[src/rtl/line_buf_ctrl_pkg.sv]
// Shared types and elaboration helpers for the line-buffer chain controller.
package line_buf_ctrl_pkg;

  typedef enum logic [2:0] {
    ST_IDLE,
    ST_CLEAR,
    ST_RUN,
    ST_WRAP,
    ST_DONE
  } state_e;

  // Counter width wide enough for the larger image dimension (minimum 1 bit).
  function automatic int cnt_w(input int img_w, input int img_h);
    int m;
    m = (img_w > img_h) ? img_w : img_h;
    return (m < 2) ? 1 : $clog2(m);
  endfunction

  function automatic bit geom_ok(input int k, input int img_w, input int fifo_size);
    return (k >= 2) && (k <= img_w) && (img_w <= fifo_size);
  endfunction

endpackage

[src/rtl/line_buf_ctrl_if.sv]
// Pixel handshake, FIFO-chain strobes and window report of line_buf_ctrl.
interface line_buf_ctrl_if #(
  parameter int CNT_W = 9
);
  logic             in_valid;
  logic             in_ready;
  logic             fifo_wr_clr;
  logic             fifo_rd_clr;
  logic             fifo_wr_en;
  logic             fifo_rd_en;
  logic             fifo_wr_inc;
  logic             fifo_rd_inc;
  logic             win_valid;
  logic [CNT_W-1:0] win_row;
  logic [CNT_W-1:0] win_col;

  modport master (
    output in_valid,
    input  in_ready, fifo_wr_clr, fifo_rd_clr, fifo_wr_en, fifo_rd_en,
    input  fifo_wr_inc, fifo_rd_inc, win_valid, win_row, win_col
  );

  modport slave (
    input  in_valid,
    output in_ready, fifo_wr_clr, fifo_rd_clr, fifo_wr_en, fifo_rd_en,
    output fifo_wr_inc, fifo_rd_inc, win_valid, win_row, win_col
  );
endinterface

[src/rtl/lb_pos_counter.sv]
// Column/row position of the next pixel to be accepted, with row-end and frame-end flags.
module lb_pos_counter #(
  parameter int IMG_W = 416,
  parameter int IMG_H = 416,
  parameter int CNT_W = 9
) (
  input  logic             clk,
  input  logic             rst_n,
  input  logic             i_clr,
  input  logic             i_inc,
  output logic [CNT_W-1:0] o_col,
  output logic [CNT_W-1:0] o_row,
  output logic             o_row_end,
  output logic             o_frame_end
);
  localparam logic [CNT_W-1:0] COL_LAST = CNT_W'(IMG_W - 1);
  localparam logic [CNT_W-1:0] ROW_LAST = CNT_W'(IMG_H - 1);

  logic [CNT_W-1:0] r_col;
  logic [CNT_W-1:0] r_row;

  // NOTE: reset is synchronous (sampled on the clock edge) and all state uses
  // non-blocking assignments so every register updates from pre-edge values.
  always_ff @(posedge clk) begin
    if (!rst_n || i_clr) begin
      r_col <= '0;
      r_row <= '0;
    end else if (i_inc) begin
      if (r_col == COL_LAST) begin
        r_col <= '0;
        r_row <= (r_row == ROW_LAST) ? '0 : r_row + CNT_W'(1);
      end else begin
        r_col <= r_col + CNT_W'(1);
      end
    end
  end

  assign o_col       = r_col;
  assign o_row       = r_row;
  assign o_row_end   = (r_col == COL_LAST);
  assign o_frame_end = (r_col == COL_LAST) && (r_row == ROW_LAST);

endmodule

[src/rtl/line_buf_ctrl.sv]
// Frame sequencer for the K-1 lockstep line-buffer FIFOs of the conv front end.
// Optional LBCTRL_PERF_EN adds o_stall_cnt (RUN cycles with no valid pixel).
module line_buf_ctrl
  import line_buf_ctrl_pkg::*;
#(
  parameter int IMG_W     = 416,
  parameter int IMG_H     = 416,
  parameter int K         = 3,
  parameter int FIFO_SIZE = 4608
) (
  input  logic          clk,
  input  logic          rst_n,
  input  logic          i_start,
  input  logic          i_abort,
  line_buf_ctrl_if.slave bus,
  output logic          o_busy,
  output logic          o_done
`ifdef LBCTRL_PERF_EN
  ,
  output logic [31:0]   o_stall_cnt
`endif
);
  localparam int CNT_W = cnt_w(IMG_W, IMG_H);
  localparam logic [CNT_W-1:0] WIN_MIN = CNT_W'(K - 1);

  if (!geom_ok(K, IMG_W, FIFO_SIZE)) begin : g_bad_geom
    $error("line_buf_ctrl: K/IMG_W/FIFO_SIZE combination is illegal");
  end

  state_e           r_state;
  logic             r_in_ready;
  logic             r_clr;
  logic             r_busy;
  logic             r_done;
  logic             r_win_valid;
  logic [CNT_W-1:0] r_win_row;
  logic [CNT_W-1:0] r_win_col;

  logic             w_accept;
  logic             w_abort;
  logic             w_win_hit;
  logic [CNT_W-1:0] w_col;
  logic [CNT_W-1:0] w_row;
  logic             w_row_end;
  logic             w_frame_end;

  assign w_accept  = bus.in_valid & r_in_ready;
  assign w_abort   = i_abort & (r_state != ST_IDLE);
  assign w_win_hit = w_accept && (w_row >= WIN_MIN) && (w_col >= WIN_MIN);

  lb_pos_counter #(
    .IMG_W (IMG_W),
    .IMG_H (IMG_H),
    .CNT_W (CNT_W)
  ) u_pos (
    .clk         (clk),
    .rst_n       (rst_n),
    .i_clr       ((r_state == ST_CLEAR) | w_abort),
    .i_inc       (w_accept),
    .o_col       (w_col),
    .o_row       (w_row),
    .o_row_end   (w_row_end),
    .o_frame_end (w_frame_end)
  );

  // Outputs are registered alongside the next state so each state's strobes
  // are glitch-free; abort overrides every transition.
  always_ff @(posedge clk) begin
    if (!rst_n) begin
      r_state    <= ST_IDLE;
      r_in_ready <= 1'b0;
      r_clr      <= 1'b0;
      r_busy     <= 1'b0;
      r_done     <= 1'b0;
    end else begin
      r_clr  <= 1'b0;
      r_done <= 1'b0;
      if (w_abort) begin
        r_state    <= ST_IDLE;
        r_in_ready <= 1'b0;
        r_busy     <= 1'b0;
        r_clr      <= 1'b1;
      end else begin
        case (r_state)
          ST_IDLE: if (i_start && !i_abort) begin
            r_state <= ST_CLEAR;
            r_busy  <= 1'b1;
            r_clr   <= 1'b1;
          end
          ST_CLEAR, ST_WRAP: begin
            r_state    <= ST_RUN;
            r_in_ready <= 1'b1;
          end
          ST_RUN: if (w_accept && w_frame_end) begin
            r_state    <= ST_DONE;
            r_in_ready <= 1'b0;
            r_done     <= 1'b1;
          end else if (w_accept && w_row_end) begin
            r_state    <= ST_WRAP;
            r_in_ready <= 1'b0;
            r_clr      <= 1'b1;
          end
          ST_DONE: begin
            r_state <= ST_IDLE;
            r_busy  <= 1'b0;
          end
          default: begin
            r_state    <= ST_IDLE;
            r_in_ready <= 1'b0;
            r_busy     <= 1'b0;
          end
        endcase
      end
    end
  end

  // Window flag lines up with the FIFO read data, one cycle after the accept.
  always_ff @(posedge clk) begin
    if (!rst_n) begin
      r_win_valid <= 1'b0;
      r_win_row   <= '0;
      r_win_col   <= '0;
    end else begin
      r_win_valid <= w_win_hit;
      if (w_win_hit) begin
        r_win_row <= w_row;
        r_win_col <= w_col;
      end
    end
  end

`ifdef LBCTRL_PERF_EN
  logic [31:0] r_stall_cnt;

  always_ff @(posedge clk) begin
    if (!rst_n) begin
      r_stall_cnt <= '0;
    end else if (r_state == ST_IDLE && i_start && !i_abort) begin
      r_stall_cnt <= '0;
    end else if (r_state == ST_RUN && !bus.in_valid && r_stall_cnt != '1) begin
      r_stall_cnt <= r_stall_cnt + 32'd1;
    end
  end

  assign o_stall_cnt = r_stall_cnt;
`endif

  assign bus.in_ready    = r_in_ready;
  assign bus.fifo_wr_clr = r_clr;
  assign bus.fifo_rd_clr = r_clr;
  assign bus.fifo_wr_en  = w_accept;
  assign bus.fifo_rd_en  = w_accept;
  assign bus.fifo_wr_inc = w_accept;
  assign bus.fifo_rd_inc = w_accept;
  assign bus.win_valid   = r_win_valid;
  assign bus.win_row     = r_win_row;
  assign bus.win_col     = r_win_col;
  assign o_busy          = r_busy;
  assign o_done          = r_done;

endmodule

[src/flat_wrapper.sv]
// flat-port wrapper written by rule: the top's interface ports become plain ports
module line_buf_ctrl_flat import line_buf_ctrl_pkg::*;
#(
  parameter int IMG_W     = 416,
  parameter int IMG_H     = 416,
  parameter int K         = 3,
  parameter int FIFO_SIZE = 4608
)
  (clk, rst_n, i_start, i_abort, o_busy, o_done, bus_in_valid, bus_in_ready, bus_fifo_wr_clr, bus_fifo_rd_clr, bus_fifo_wr_en, bus_fifo_rd_en, bus_fifo_wr_inc, bus_fifo_rd_inc, bus_win_valid, bus_win_row, bus_win_col);
  line_buf_ctrl_if #(.CNT_W(2)) bus_i ();
  input  logic clk;
  input  logic rst_n;
  input  logic i_start;
  input  logic i_abort;
  output logic o_busy;
  output logic o_done;
  input wire logic [$bits(bus_i.in_valid)-1:0] bus_in_valid;
  output wire logic [$bits(bus_i.in_ready)-1:0] bus_in_ready;
  output wire logic [$bits(bus_i.fifo_wr_clr)-1:0] bus_fifo_wr_clr;
  output wire logic [$bits(bus_i.fifo_rd_clr)-1:0] bus_fifo_rd_clr;
  output wire logic [$bits(bus_i.fifo_wr_en)-1:0] bus_fifo_wr_en;
  output wire logic [$bits(bus_i.fifo_rd_en)-1:0] bus_fifo_rd_en;
  output wire logic [$bits(bus_i.fifo_wr_inc)-1:0] bus_fifo_wr_inc;
  output wire logic [$bits(bus_i.fifo_rd_inc)-1:0] bus_fifo_rd_inc;
  output wire logic [$bits(bus_i.win_valid)-1:0] bus_win_valid;
  output wire logic [$bits(bus_i.win_row)-1:0] bus_win_row;
  output wire logic [$bits(bus_i.win_col)-1:0] bus_win_col;
  assign bus_i.in_valid = bus_in_valid;
  assign bus_in_ready = bus_i.in_ready;
  assign bus_fifo_wr_clr = bus_i.fifo_wr_clr;
  assign bus_fifo_rd_clr = bus_i.fifo_rd_clr;
  assign bus_fifo_wr_en = bus_i.fifo_wr_en;
  assign bus_fifo_rd_en = bus_i.fifo_rd_en;
  assign bus_fifo_wr_inc = bus_i.fifo_wr_inc;
  assign bus_fifo_rd_inc = bus_i.fifo_rd_inc;
  assign bus_win_valid = bus_i.win_valid;
  assign bus_win_row = bus_i.win_row;
  assign bus_win_col = bus_i.win_col;
  line_buf_ctrl #(.IMG_W(IMG_W), .IMG_H(IMG_H), .K(K), .FIFO_SIZE(FIFO_SIZE)) u_core (.clk(clk), .rst_n(rst_n), .i_start(i_start), .i_abort(i_abort), .bus(bus_i), .o_busy(o_busy), .o_done(o_done));
endmodule
[config.mk]
export PLATFORM = sky130hd
export DESIGN_NAME = line_buf_ctrl_flat
export DESIGN_NICKNAME = d
export VERILOG_FILES = /design/src/rtl/line_buf_ctrl_pkg.sv /design/src/rtl/line_buf_ctrl_if.sv /design/src/rtl/lb_pos_counter.sv /design/src/rtl/line_buf_ctrl.sv /design/src/flat_wrapper.sv
export SDC_FILE = /design/constraint.sdc
export NUM_CORES = 1
export LEC_CHECK = 0
export BUFFER_PORTS_ARGS = -buffer_cell sky130_fd_sc_hd__buf_2
export CORE_ASPECT_RATIO = 0.5
export CORE_MARGIN = 10
export CORE_UTILIZATION = 55
export DETAILED_ROUTE_END_ITERATION = 10
export PLACE_DENSITY = 0.72
export REMOVE_ABC_BUFFERS = 1
export SLEW_MARGIN = 20
export SYNTH_ARGS = -nofsm -noshare
export SYNTH_HDL_FRONTEND = slang
export SYNTH_SLANG_ARGS = --single-unit
[constraint.sdc]
create_clock -name clk -period 3 [get_ports clk]
set_input_delay 0.6 -clock clk [delete_from_list [all_inputs] [get_ports clk]]
set_output_delay 0.6 -clock clk [all_outputs]
set_load 0.1 [all_outputs]
==> results.json <==
{
  "status": "completed",
  "seq_area_sq_um": 601,
  "dp_hpwl_um": 2340,
  "drtPass1Iterations": 5,
  "clkTransAtPathRegs_ps": 60,
  "cp-endpoint": "u_core.u_pos.o_row[3]",
  "die_h_um": 56.6,
  "finalSetupViolations": 0,
  "area_growth_syn_to_layout_pct": 13.7,
  "numCtsBuffers": 5,
  "crit_required_ps": 3200,
  "pwr-share-seq_pct": 45.8,
  "drc": 0,
  "wire_per_inst_um": 13.8,
  "worstMarginPinSlew_ps": 639,
  "clock_latency_ps": 280,
  "pwr-share-clk_pct": 46.7,
  "gp_congestion": 0.898,
  "nFillCells": 233,
  "ys_warn_count": 0,
  "rsz0062_at_grt": "false",
  "netlist_instances": 176,
  "crit_type": "reg2reg",
  "grt_pass1_vias": 1252,
  "pwr-share-comb_pct": 7.5,
  "slew_headroom_pct": 57.0,
  "cts.path.max_buffers": 2,
  "clock_skew_ps": 5.26,
  "rr_worst_depth": 6,
  "period_minus_slack_ps": 2200,
  "num_io_pins": 19,
  "die_area_sq_um": 5280,
  "start_util_pct": 57.4,
  "nets": 201,
  "diodes": 0,
  "power_density_nw_per_um2": 529,
  "fmax_mhz": 455,
  "vdd_ir_drop_max_mv": 0.378,
  "via_per_inst": 5.72,
  "ys_types": 41,
  "grt_max_degree": 17,
  "tns_ps": 0,
  "syn_area_sq_um": 1480,
  "cp_max_fo": 13,
  "cts_tree": "yes",
  "grt_pass1_wl_um": 5560,
  "avgSynthCellArea_sq_um": 8.38,
  "internal_power_mw": 0.681,
  "synth-seq-cells": 30,
  "finalMaxSlewViolations": 0,
  "die_w_um": 93.2,
  "power.switching_mw": 0.205,
  "cts_resized": 0,
  "final_util_pct": 65.2,
  "routed_wl_um": 3160,
  "reg2reg_to": "u_core.u_pos.o_row[3]",
  "h-tree-depth": 2,
  "swShare_pct": 23.2,
  "cp-end-kind": "flop",
  "drv_cap": 0,
  "holdWs_ps": 458,
  "drive_gt1_share_pct": 16.7,
  "drt_iter0_markers": 68,
  "core_sq_um": 2570,
  "antenna_found_initial": 0,
  "fin_crit_sh_pct": 73.3,
  "post_cts_buffers": 0,
  "io_buffers": 18,
  "ys_seq_area_share_pct": 40.7,
  "ant_nets": 0,
  "clock-sinks": 30,
  "grt_usage_pct": 12.8,
  "worstSetupStartpoint": "u_core.u_pos.o_col[1]",
  "cp-start-kind": "flop",
  "vias": 1311,
  "r2r_start": "u_core.u_pos.o_col[1]",
  "finalHoldViolations": 0,
  "cts_hold_buffers": 0,
  "leakagePower_nw": 0.611,
  "row_count": 13,
  "gr-total-overflow": 0,
  "min_path_type": "reg2reg",
  "regToRegSetupSlack_ps": 800,
  "power_mw": 0.886,
  "cp.arrival_ps": 2390,
  "multiInputGateArea_sq_um": 790,
  "cts-root-buf": "clkbuf_8"
}
[critical path, cell delays in order, from the launching register on]
cell and delay, ps:
dfxtp_1 430, ha_1 230, and4_1 260, nand4_1 330, buf_4 310, or4_1 470, o31ai_1 80
[cell usage after synthesis]
cell / number / area share [%]
inv_1: 7 / 1.8
nand3b_1: 2 / 1.0
o311a_1: 1 / 0.68
buf_2: 2 / 0.68
and3b_1: 1 / 0.59
a21bo_2: 1 / 0.68
xnor2_1: 3 / 1.8
nand2b_1: 3 / 1.3
nand3_1: 6 / 2.0
or2_2: 3 / 1.3
clkinv_1: 1 / 0.25
nor3_1: 5 / 1.7
nand2_1: 22 / 5.6
nor4_1: 4 / 1.7
buf_4: 4 / 2.0
or3_1: 3 / 1.3
a31oi_1: 2 / 0.85
o22ai_1: 1 / 0.42
and3_1: 1 / 0.42
ha_1: 4 / 3.4
nor2_1: 11 / 2.8
or3_4: 1 / 0.76
clkbuf_1: 4 / 1.0
a21boi_0: 1 / 0.51
and2_1: 2 / 0.85
a211oi_1: 4 / 2.0
xor2_1: 3 / 1.8
and4_1: 1 / 0.59
mux2i_1: 4 / 2.7
o21bai_1: 1 / 0.51
o32ai_1: 1 / 0.59
a32o_1: 1 / 0.68
or4_1: 6 / 3.1
nor3b_1: 1 / 0.51
a31o_2: 1 / 0.59
a21oi_1: 10 / 3.4
o31ai_1: 5 / 2.5
nand4_1: 5 / 2.1
o21ai_0: 7 / 2.4
dfxtp_1: 30 / 41
nor2b_1: 1 / 0.42
[placed cells by master, fill, tap and decap left out, types with 2 or more instances in the layout]
cell	instances
mux2i_1	4
inv_1	7
o31ai_1	5
nor2_1	11
nand3_1	6
a31oi_1	2
dfxtp_1	30
o21ai_0	7
nor3_1	5
a211oi_1	4
or2_2	3
nand4_1	5
nand2_1	22
or4_1	6
buf_2	18
nand2b_1	3
and2_1	2
or3_1	3
xnor2_1	3
xor2_1	3
clkbuf_8	6
nand3b_1	2
nor4_1	4
ha_1	4
a21oi_1	10
[registers in the layout (all words and copies together), names as in the netlist]
name and count:
u_core.u_pos.o_col 9, u_core.bus.in_ready 1, u_core.bus.fifo_rd_clr 1, u_core.o_done 1, u_core.bus.win_valid 1, u_core.r_win_col 2
u_core.o_busy 1, u_core.r_win_row 2, u_core.r_state 3, u_core.u_pos.o_row 9
[area by class of cell]
cell class / count / area share (%)
clock inverters: 1 / 1.79
inverters: 8 / 1.79
flip-flops and latches: 30 / 35.8
repair buffers: 19 / 5.82
clock buffers: 6 / 4.93
multi-input cells: 128 / 47.1
well taps: 37 / 2.76
[metal layers]
metal  global-route usage (%)  part of all wire [%]  vias up
met5                        0                     0        -
met4                     4.80                   1.8        0
met3                     5.17                   6.8        8
met2                     20.2                    45       37
met1                     15.2                    46      599
li1                         -                     -      667
[worst min-delay path by stage]
stage                               start                    end  depth (start not counted)
floorplan           u_core.u_pos.o_row[8]  u_core.u_pos.o_row[8]                          2
global placement      u_core.r_win_row[0]    u_core.r_win_row[0]                          2
detailed placement    u_core.r_win_col[1]    u_core.r_win_col[1]                          2
CTS                   u_core.r_win_col[1]    u_core.r_win_col[1]                          2
global route          u_core.r_win_col[0]    u_core.r_win_col[0]                          2
finish                u_core.r_win_col[1]    u_core.r_win_col[1]                          2
[metrics by stage]
stage | std cells | area (sq um) | setup WS (ps)
finish | 229 | 1680 | 801
global route | 229 | 1680 | 633
CTS | 229 | 1680 | 823
detailed placement | 222 | 1560 | 714
global placement | 222 | 1560 | 776
floorplan | 166 | 1420 | -2600
[power by group through the flow]
stage / Clock, mW / Combinational, mW / Sequential (mW)
after floorplan: 0 / 0.0267 / 0.438
after global placement: 0 / 0.0660 / 0.415
after detailed placement: 0 / 0.0665 / 0.415
after CTS: 0.418 / 0.0666 / 0.406
after global routing: 0.435 / 0.0714 / 0.407
final: 0.414 / 0.0663 / 0.406
[cell families after synthesis]
group                      count (synthesis)  synth area share, %
AOI/OAI and AO/OA                         36                 15.9
adders and majority gates                  4                 3.39
buffers and inverters                     18                 5.77
and+or+nand+nor                           78                 28.0
DFF                                       30                 40.7
muxes                                      4                 2.71
xor gates and xnor gates                   6                 3.56
Power figures use the tool's default switching activity.
